### config.mk
export PLATFORM = sky130hd
export DESIGN_NAME = mem_port_arb
export DESIGN_NICKNAME = d
export VERILOG_FILES = /design/src/rtl/mem_port_arb.sv
export SDC_FILE = /design/constraint.sdc
export NUM_CORES = 1
export LEC_CHECK = 0
export ABC_AREA = 1
export CORE_AREA = 2 2 105 107
export CTS_CLUSTER_DIAMETER = 150
export DETAILED_ROUTE_END_ITERATION = 8
export DIE_AREA = 0 0 107 109
export PLACE_DENSITY_LB_ADDON = 0.08
export SYNTH_ARGS = -nofsm -noshare
export SYNTH_HDL_FRONTEND = slang
export SYNTH_SLANG_ARGS = --single-unit
### constraint.sdc
create_clock -name clk -period 1.5 [get_ports clk]
set_input_delay 0.3 -clock clk [delete_from_list [all_inputs] [get_ports clk]]
set_output_delay 0.3 -clock clk [all_outputs]
set_load 0.1 [all_outputs]
### src/rtl/mem_port_arb.sv
// Single-port memory arbiter between instruction fetch (IF) and the memory-access
// controller (MA). MA normally wins; a starvation counter forces a fetch through
// after STARVE_MAX consecutive MA wins, and a lock holds the port on MA for the
// second beat of a split access. Read data returns one cycle after the grant and
// is steered to whichever requester issued the read.
module mem_port_arb #(
  parameter int STARVE_MAX = 4
) (
  input  logic        clk,
  input  logic        rst_n,
  input  logic        if_req,
  input  logic [31:0] if_addr,
  output logic        if_gnt,
  output logic        if_rvalid,
  output logic [31:0] if_rdata,
  input  logic        ma_req,
  input  logic [31:0] ma_addr,
  input  logic [31:0] ma_wdata,
  input  logic [3:0]  ma_we,
  input  logic        ma_lock,
  output logic        ma_gnt,
  output logic        ma_rvalid,
  output logic [31:0] ma_rdata,
  output logic        mem_en,
  output logic [31:0] mem_addr,
  output logic [31:0] mem_wdata,
  output logic [3:0]  mem_we,
  input  logic [31:0] mem_rdata
);

  typedef enum logic [1:0] {
    TAG_NONE = 2'd0,
    TAG_IF   = 2'd1,
    TAG_MA   = 2'd2
  } rd_tag_e;

  localparam logic [3:0] STARVE_LIM = 4'(STARVE_MAX);

  logic       lock_q;
  logic [3:0] starve_q;
  logic [3:0] starve_d;
  rd_tag_e    rd_tag_q;
  rd_tag_e    rd_tag_d;

  // Grant selection: lock, then starvation override, then MA priority, then IF.
  always_comb begin
    // NOTE: every output of a combinational block gets a default first so no path
    // leaves it unassigned, which would otherwise infer a latch.
    if_gnt = 1'b0;
    ma_gnt = 1'b0;
    if (!rst_n) begin
      if_gnt = 1'b0;
      ma_gnt = 1'b0;
    end else if (lock_q) begin
      ma_gnt = ma_req;
    end else if (if_req && ma_req && (starve_q == STARVE_LIM)) begin
      if_gnt = 1'b1;
    end else if (ma_req) begin
      ma_gnt = 1'b1;
    end else if (if_req) begin
      if_gnt = 1'b1;
    end
  end

  assign mem_en = if_gnt | ma_gnt;

  // Drive the memory port from the granted requester; fetches never write.
  always_comb begin
    mem_addr  = '0;
    mem_wdata = '0;
    mem_we    = '0;
    if (ma_gnt) begin
      mem_addr  = {ma_addr[31:2], 2'b00};
      mem_wdata = ma_wdata;
      mem_we    = ma_we;
    end else if (if_gnt) begin
      mem_addr  = {if_addr[31:2], 2'b00};
    end
  end

  // Next starvation count: saturating count of MA wins while IF waits.
  always_comb begin
    starve_d = starve_q;
    if (if_gnt || !if_req) begin
      starve_d = '0;
    end else if (ma_gnt && (starve_q != STARVE_LIM)) begin
      starve_d = starve_q + 4'd1;
    end
  end

  // Tag the outstanding read so the return can be routed to its owner.
  always_comb begin
    rd_tag_d = TAG_NONE;
    if (if_gnt) begin
      rd_tag_d = TAG_IF;
    end else if (ma_gnt && (ma_we == 4'b0000)) begin
      rd_tag_d = TAG_MA;
    end
  end

  // Arbitration state; reset drops any pending return, lock and starvation history.
  always_ff @(posedge clk or negedge rst_n) begin
    if (!rst_n) begin
      lock_q   <= 1'b0;
      starve_q <= '0;
      rd_tag_q <= TAG_NONE;
    end else begin
      // NOTE: state registers use non-blocking assignments so every register
      // samples the pre-edge values, independent of statement order.
      lock_q   <= ma_gnt & ma_lock;
      starve_q <= starve_d;
      rd_tag_q <= rd_tag_d;
    end
  end

  // Read return: one cycle after the grant, only the owner sees data.
  assign if_rvalid = (rd_tag_q == TAG_IF);
  assign ma_rvalid = (rd_tag_q == TAG_MA);
  assign if_rdata  = if_rvalid ? mem_rdata : '0;
  assign ma_rdata  = ma_rvalid ? mem_rdata : '0;

endmodule
-- Word-level counts from Yosys, hierarchy flattened
Index checks and enable logic that the tools add are counted.
- add/subtract/negate cells: 1
- eq/ne operators: 4
- mux-type cells: 19
- bitwise logic cells: 2
- reduce and logical (&&, ||, !) cells: 8
- operators by type and width (kind ; count):
    $mux W32 ; 5
    $mux W4 ; 3
    $mux W1 ; 9
    $add A4 B1 Y4 const B ; 1
    $eq A4 B3 Y1 const B ; 1
    $logic_and A1 B1 Y1 ; 4
    $logic_not A4 Y1 ; 1
    $mux W2 ; 2
    $ne A4 B3 Y1 const B ; 1
    $eq A2 B1 Y1 const B ; 1
    $eq A2 B2 Y1 const B ; 1
    $reduce_bool A2 Y1 ; 1
    $and A1 B1 Y1 ; 1
    $logic_not A1 Y1 ; 1
    $logic_or A1 B1 Y1 ; 1
    $or A1 B1 Y1 ; 1
- register bits after elaboration: 7
- input port bits: 137
- output and inout bits: 137
- word-level logic and storage cells: 37

-- Longest topological paths before layout
Gate-level depths: netlist of run 1.
- word-level depth: 8
- depth in mapped cells: 9
- depth with buffers taken out: 8

-- Worst setup path after synthesis of run 1
OpenSTA, ideal clock, no wires.
- path type: register to output
- start: reg rd_tag_q[0]
- end: out ma_rdata[10]
- arrival time: 3470 ps
- required time: 1200 ps
- path slack: -2270 ps
- stages on the path, launching flop included: 5
- buffers on the path: 1
- path through: dfrtp_1 -> nor2_1 -> inv_1 -> clkbuf_1 -> nor2_1
- word-level cells in the longest chain between the ends: 2
- RTL lines (what ; RTL line ; source):
    start: declaration ; 42 ; rd_tag_e rd_tag_q;
    start signal: assignment ; 112 ; rd_tag_q <= rd_tag_d;
    $eq A2 B2 Y1 ; 118 ; assign ma_rvalid = (rd_tag_q == TAG_MA);
    via ma_rvalid ; 22 ; output logic ma_rvalid,
    $mux W32 ; 120 ; assign ma_rdata = ma_rvalid ? mem_rdata : '0;
    end: declaration ; 23 ; output logic [31:0] ma_rdata,
The timed path passes the listed nets, and every way through them passes these cells.

-- Worst setup path after layout of run 1
- start: reg starve_q[0]
- end: out mem_wdata[7]
- word-level cells in the longest chain between the ends: 6
- RTL lines (what ; RTL line ; source):
    start: declaration ; 40 ; logic [3:0] starve_q;
    start signal: assignment ; 111 ; starve_q <= starve_d;
    $eq A4 B3 Y1 ; 56 ; end else if (if_req && ma_req && (starve_q == STARVE_LIM)) begin
    $logic_and A1 B1 Y1 ; 56 ;
    $mux W1 ; 56 ;
    $mux W1 ; 54 ; end else if (lock_q) begin
    $mux W1 ; 51 ; if (!rst_n) begin
    $mux W32 ; 72 ; if (ma_gnt) begin
    end: declaration ; 26 ; output logic [31:0] mem_wdata,
Every way passes these cells.

==> results of run 1 <==
==> final timing paths <==
check / cells past startpoint / from / slack (ps) / end
setup reg to reg: 10 / starve_q[0]$_DFFE_PN0P_ / -70 / lock_q$_DFF_PN0_
min in group clk: 3 / ma_lock / 580 / lock_q$_DFF_PN0_
hold / removal: 2 / rst_n / 160 / lock_q$_DFF_PN0_
hold reg to reg: 3 / starve_q[3]$_DFFE_PN0P_ / 670 / starve_q[3]$_DFFE_PN0P_
setup / recovery: 9 / starve_q[0]$_DFFE_PN0P_ / -550 / mem_wdata[7]
max in group asynchronous: 2 / rst_n / 1210 / rd_tag_q[1]$_DFF_PN0_
==> registers in the layout (all words and copies together) (netlist names) <==
name and cells:
lock_q 1, rd_tag_q 2, starve_q 4
==> layer usage <==
layer,wire [µm],share of wire,up-vias
met5,0,0,-
li1,-,-,1581
met1,3784,0.31,1534
met3,974,0.080,6
met4,91,0.0075,0
met2,7356,0.60,166
==> kinds of logic (layout without fill, tap and decap cells) <==
family / after synthesis / in the layout
XOR/XNOR: 1 / 1
AND/OR/NAND/NOR: 224 / 224
buffers and inverters: 102 / 406
flip-flops: 7 / 7
other: 1 / 2
adder cells (fa/ha/maj): 2 / 2
==> layout make-up <==
type / count / area (µm²) / share of cell area
multi-input combinational: 229 / 2948 / 0.3485
timing repair buffer: 320 / 4763 / 0.5631
timing repair inverter: 1 / 8.758 / 0.001035
inverter: 81 / 344.1 / 0.04067
tap: 140 / 175.2 / 0.02071
clock buffer: 4 / 45.04 / 0.005325
sequential: 7 / 175.2 / 0.02071
==> cells in the final DEF, fill, tap and decap left out, drive strengths merged <==
cell type and n:
clkinv 1, ha 2, clkdlybuf4s50 129, clkbuf 5, nor3 1, inv 80
clkinvlp 1, buf 187, nor2 108, nand2 76, dfrtp 7, and3 1
nand3 36, conb 2, nand4 2, dlygate4sd2 3, xor2 1
==> power by group through the flow <==
stage | logic (mW) | registers (mW) | clock network, mW
final | 2.69 | 0.199 | 0.273
after global routing | 2.79 | 0.200 | 0.289
after CTS | 2.69 | 0.199 | 0.278
after detailed placement | 2.56 | 0.201 | 0
after global placement | 2.54 | 0.201 | 0
after floorplan | 1.51 | 0.202 | 0
==> per-stage QoR <==
step / TNS, ps / cell area [µm²] / utilization / std cells
2_1_floorplan: -48570 / 3455 / - / 338
3_3_place_gp: -34690 / 7806 / 0.7363 / 759
3_5_place_dp: -37190 / 7806 / 0.7363 / 759
4_1_cts: -45190 / 8479 / 0.7997 / 790
5_1_grt: -54070 / 8459 / 0.7979 / 782
6_report: -44830 / 8459 / 0.7979 / 782
==> repair_timing <==
item                                    4_1_cts  5_1_grt
pin swaps                                    17       20
setup buffers                                17        8
gates cloned                                 11        1
resized for setup                            62       47
endpoints found under the setup margin      135      139
==> critical path, cell delays in order (launching register included) <==
cell and delay, ps:
dfrtp_1 380, inv_2 90, ha_4 160, nand2_4 60
nor2_4 120, nand3_4 140, nand2_8 170, buf_6 180
nor2_4 50, buf_12 160
==> results.toml, run 1 <==
[run_status]
outcome = "finished, violations left"
violations = "negative setup slack"

[detailed_routing]
drtPass1Iterations = 4
ant_nets = 0
via_count = 3287
routed_wl_um = 12210
drt_iter0_drc = 103
viasPerCell = 4.203
wl_per_cell_um = 15.61
post-route-drc-count = 0

[floorplan]
core-area_um2 = 10600
start_util = 0.1466
ioPinCount = 274
rows = 38
die_height_um = 109
die_area_um2 = 11660
die_w_um = 107

[timing]
fin_ws_ps = -552.2
fin_crit_sh = 1.368
finalCriticalPeriod_ps = 2052
max_freq_mhz = 487.3
setup_violations = 136
rsz0062_at_grt = "yes"
drv_slew = 0
holdWs_ps = 163.0
fin_skew_ps = 4.398
hold_viol = 0

[power]
finalPower_mw = 3.163
comb_power_share = 0.851
intPower_mw = 1.473
p_clk_frac = 0.086
leakagePower_nw = 3.432
ir_worst_vdd_uv = 287.2
seqPwrFrac = 0.063
power.density_nw_per_um2 = 373.9
total_switching_power_mw = 1.690
netSwitchingFraction = 0.5344

[clock_tree]
hold_buffers = 0
cts_sinks = 7
cts_tree = "built"
cts.htree.levels = 1
cts_buffers = 3
clock_latency_ps = 230
cts.path.max_buffers = 2
root_buffer = "clkbuf_8"
path_clk_slew_ps = 40

[critical_path]
crit_required_ps = 1200
critPathMaxFanout = 8
criticalPathCategory = "flip-flop to output pin"
end_kind = "output pin"
startpoint_type = "flip-flop"
critPathArrivalTime_ps = 1750

[synthesis]
synth_edf_count = 0
synth-simple-area-share = 0.5805
async_flop_share = 1.000
synth_top_cell_by_area = "nor2_1"
synthXorXnorAreaFrac = 0.005636
ys_seq_elements = 7
yosys-top-cells-count = "nor2_1, inv_1, nand2_1, nand3_1, dfrtp_1"
synth_top_area_frac = 0.2609
synth_compound_area_frac = 0
avgSynthCellArea_um2 = 4.611
ys_warn_count = 0
synthCells = 337
netlist-cell-type-count = 21
syn_area_um2 = 1554
synth.area.mux_share = 0
yosysSeqAreaShare = 0.1127
yosys_most_used_dff = "dfrtp_1"
synthTopCellsByArea = "nor2_1, inv_1, nand2_1"
yosys.cell_count.top_type = "nor2_1"
synth_adder_area_share = 0.01610
synth_top_family_by_area = "simple AND/OR/NAND/NOR gates"

[placed_design]
port_buffers = 267
gp_congestion = 0.8247
dpl.hpwl_um = 9750
preCtsSetupSlack_ps = -587.4

[grt]
grt-busiest-layer = "met2"
use_met2 = 0.4372
globalRouteTotalUtil = 0.2118
grt_pass1_wl_um = 19510
gr-total-overflow = 0
grt_max_degree = 17
antenna_found_initial = 0
grtUsageMet1 = 0.2135
grt_pass1_vias = 3689
grt_use_met3 = 0.05200

[finish]
antenna_cells = 0
finalNetCount = 782
areaGrowthSynthToFinish_pct = 444.4
num-fill-cells = 611
drive_above_1_share = 0.6293

[worst_hold_path]
hold_class = "primary input to async pin"

[run]
cap_violations = 0
No activity file was read; power rests on OpenSTA's default activity.
==> run 2: changes to the inputs <==
--- a/config.mk
+++ b/config.mk
@@ -7,6 +7,7 @@
 export LEC_CHECK = 0
 export ABC_AREA = 1
 export CORE_AREA = 2 2 105 107
+export CTS_BUF_LIST = sky130_fd_sc_hd__clkbuf_16
 export CTS_CLUSTER_DIAMETER = 150
 export DETAILED_ROUTE_END_ITERATION = 8
 export DIE_AREA = 0 0 107 109
==> results.toml, run 2 (synthesis gave the netlist of run 1 again) <==
[timing]
setup_violations = 136
fin_skew_ps = 1.783
fin_ws_ps = -594.6
drv_slew = 0
fin_crit_sh = 1.396
rsz0062_at_grt = "yes"
max_freq_mhz = 477.4
finalCriticalPeriod_ps = 2095
hold_viol = 0

[clock_tree]
cts.path.max_buffers = 2
cts_tree = "built"
cts.htree.levels = 1
root_buffer = "clkbuf_16"
path_clk_slew_ps = 40
clock_latency_ps = 230
hold_buffers = 0
cts_buffers = 3
cts_sinks = 7

[power]
netSwitchingFraction = 0.5097
seqPwrFrac = 0.059
total_switching_power_mw = 1.711
power.density_nw_per_um2 = 393.1
ir_worst_vdd_uv = 317.0
leakagePower_nw = 3.498
intPower_mw = 1.646
comb_power_share = 0.804
p_clk_frac = 0.137
finalPower_mw = 3.357

[critical_path]
slowest_delay_ps = 390
startpoint_type = "flip-flop"
end_kind = "output pin"
criticalPathCategory = "flip-flop to output pin"
r2r_slack_ps = -70
crit_chain = "inv_2, ha_4, buf_6, nand3_4, nand2_4, nand2_8, clkinv_8, buf_12, nand2_8, nand2_8, buf_12"
critPathSlowestCell = "dfrtp_1"
r2r-start = "starve_q[1]$_DFFE_PN0P_"
cpLargestDelayFamily = "buffers and inverters"
reg2reg_to = "lock_q$_DFF_PN0_"
r2r_cells = 10
critPathArrivalTime_ps = 1790
path_buf_inv = 5
critPathMaxFanout = 6
cp_common_cell = "nand2_8"
crit_required_ps = 1200

[finish]
layoutNonFillerInstCount = 785
regMostFlops = "starve_q"
layout_common_cells = "buf_12, clkdlybuf4s50_1, nor2_4"
antenna_cells = 0
largest_register_ffs = 4
num-fill-cells = 572
top_regs = "starve_q (4), rd_tag_q (2), lock_q (1)"
layout_commonest_cell = "buf_12"
drive_above_1_share = 0.6310
fin_util = 0.8053
finalNetCount = 785
areaGrowthSynthToFinish_pct = 449.4

[placed_design]
preCtsSetupSlack_ps = -587.4
dpl.hpwl_um = 9750
gp_congestion = 0.8247
port_buffers = 267
dp.cells = 759

[detailed_routing]
wl_per_cell_um = 15.85
ant_nets = 0
drt_iter0_drc = 141
viasPerCell = 4.187
drtPass1Iterations = 4
via_count = 3287
post-route-drc-count = 0
routed_wl_um = 12440

[floorplan]
core-area_um2 = 10600
ioPinCount = 274
die_area_um2 = 11660
start_util = 0.1466
rows = 38
die_w_um = 107
die_height_um = 109

[run]
cap_violations = 0

[grt]
gr-total-overflow = 0
grt-busiest-layer = "met2"
grt_pass1_wl_um = 19390
grt_use_met3 = 0.05678
grtUsageMet1 = 0.2102
grt_max_degree = 17
globalRouteTotalUtil = 0.2119
antenna_found_initial = 0
use_met2 = 0.4440
grt_pass1_vias = 3660

[run_status]
outcome = "finished, violations left"
violations = "negative setup slack"

[worst_hold_path]
hold_class = "primary input to async pin"
[run 2: cell types whose count changed in the layout (fill, tap and decap cells not counted), moves of 2 or more]
cell            previous run  this run
buf_8                      2         4
buf_4                     17        19
buf_6                     14         9
buf_12                   151       154
clkbuf_8                   3         0
clkbuf_16                  1         4
nand2_8                   42        39
nand2_2                    4         7
dlygate4sd2_1              3         1
dlymetal6s2s_1             0         2
[run 2: what timing repair did]
item | 4_1_cts | 5_1_grt
gates cloned | 11 | 1
pin swaps | 17 | 22
endpoints found under the setup margin | 135 | 140
setup buffers | 13 | 7
gates resized for setup | 57 | 36
[run 2: how the worst max path moves through the flow]
stage	depth (start not counted)	slack (ps)	startpoint	to
after global routing	11	-660	starve_q[0]$_DFFE_PN0P_	mem_addr[23]
after CTS	10	-600	starve_q[0]$_DFFE_PN0P_	mem_addr[17]
final	11	-590	starve_q[1]$_DFFE_PN0P_	mem_addr[30]
after detailed placement	7	-590	if_req	mem_wdata[4]
after floorplan	4	-580	rd_tag_q[0]$_DFF_PN0_	ma_rdata[10]
after global placement	7	-550	if_req	mem_wdata[23]
[run 2: power groups by stage]
stage	Clock (mW)	Combinational, mW	Sequential (mW)
floorplan	0	1.51	0.202
global placement	0	2.54	0.201
detailed placement	0	2.56	0.201
CTS	0.455	2.69	0.199
global route	0.480	2.79	0.200
finish	0.459	2.70	0.199
[run 2: layout make-up]
cell class,instances,area [µm²],area share
sequential,7,175.2,0.02052
inverter,81,346.6,0.04059
timing repair buffer,323,4847,0.5677
clock buffer,3,75.07,0.008792
timing repair inverter,1,8.758,0.001026
multi-input combinational,229,2907,0.3404
clock inverter,1,3.754,0.0004396
tap,140,175.2,0.02052
[run 2: metrics by stage]
stage / hold slack (ps) / cell area, µm² / setup TNS (ps)
finish: 62.02 / 8538 / -45620
global route: 86.40 / 8538 / -53510
CTS: 440.1 / 8504 / -47140
detailed placement: 591.3 / 7806 / -37190
global placement: 585.4 / 7806 / -34690
floorplan: 4.409 / 3455 / -48570
[run 2: routing by layer]
| metal | share of wire | wire length (µm) |
|---|---|---|
| met2 | 0.61 | 7549 |
| met5 | 0 | 0 |
| met1 | 0.30 | 3792 |
| met3 | 0.083 | 1034 |
| met4 | 0.0053 | 66 |
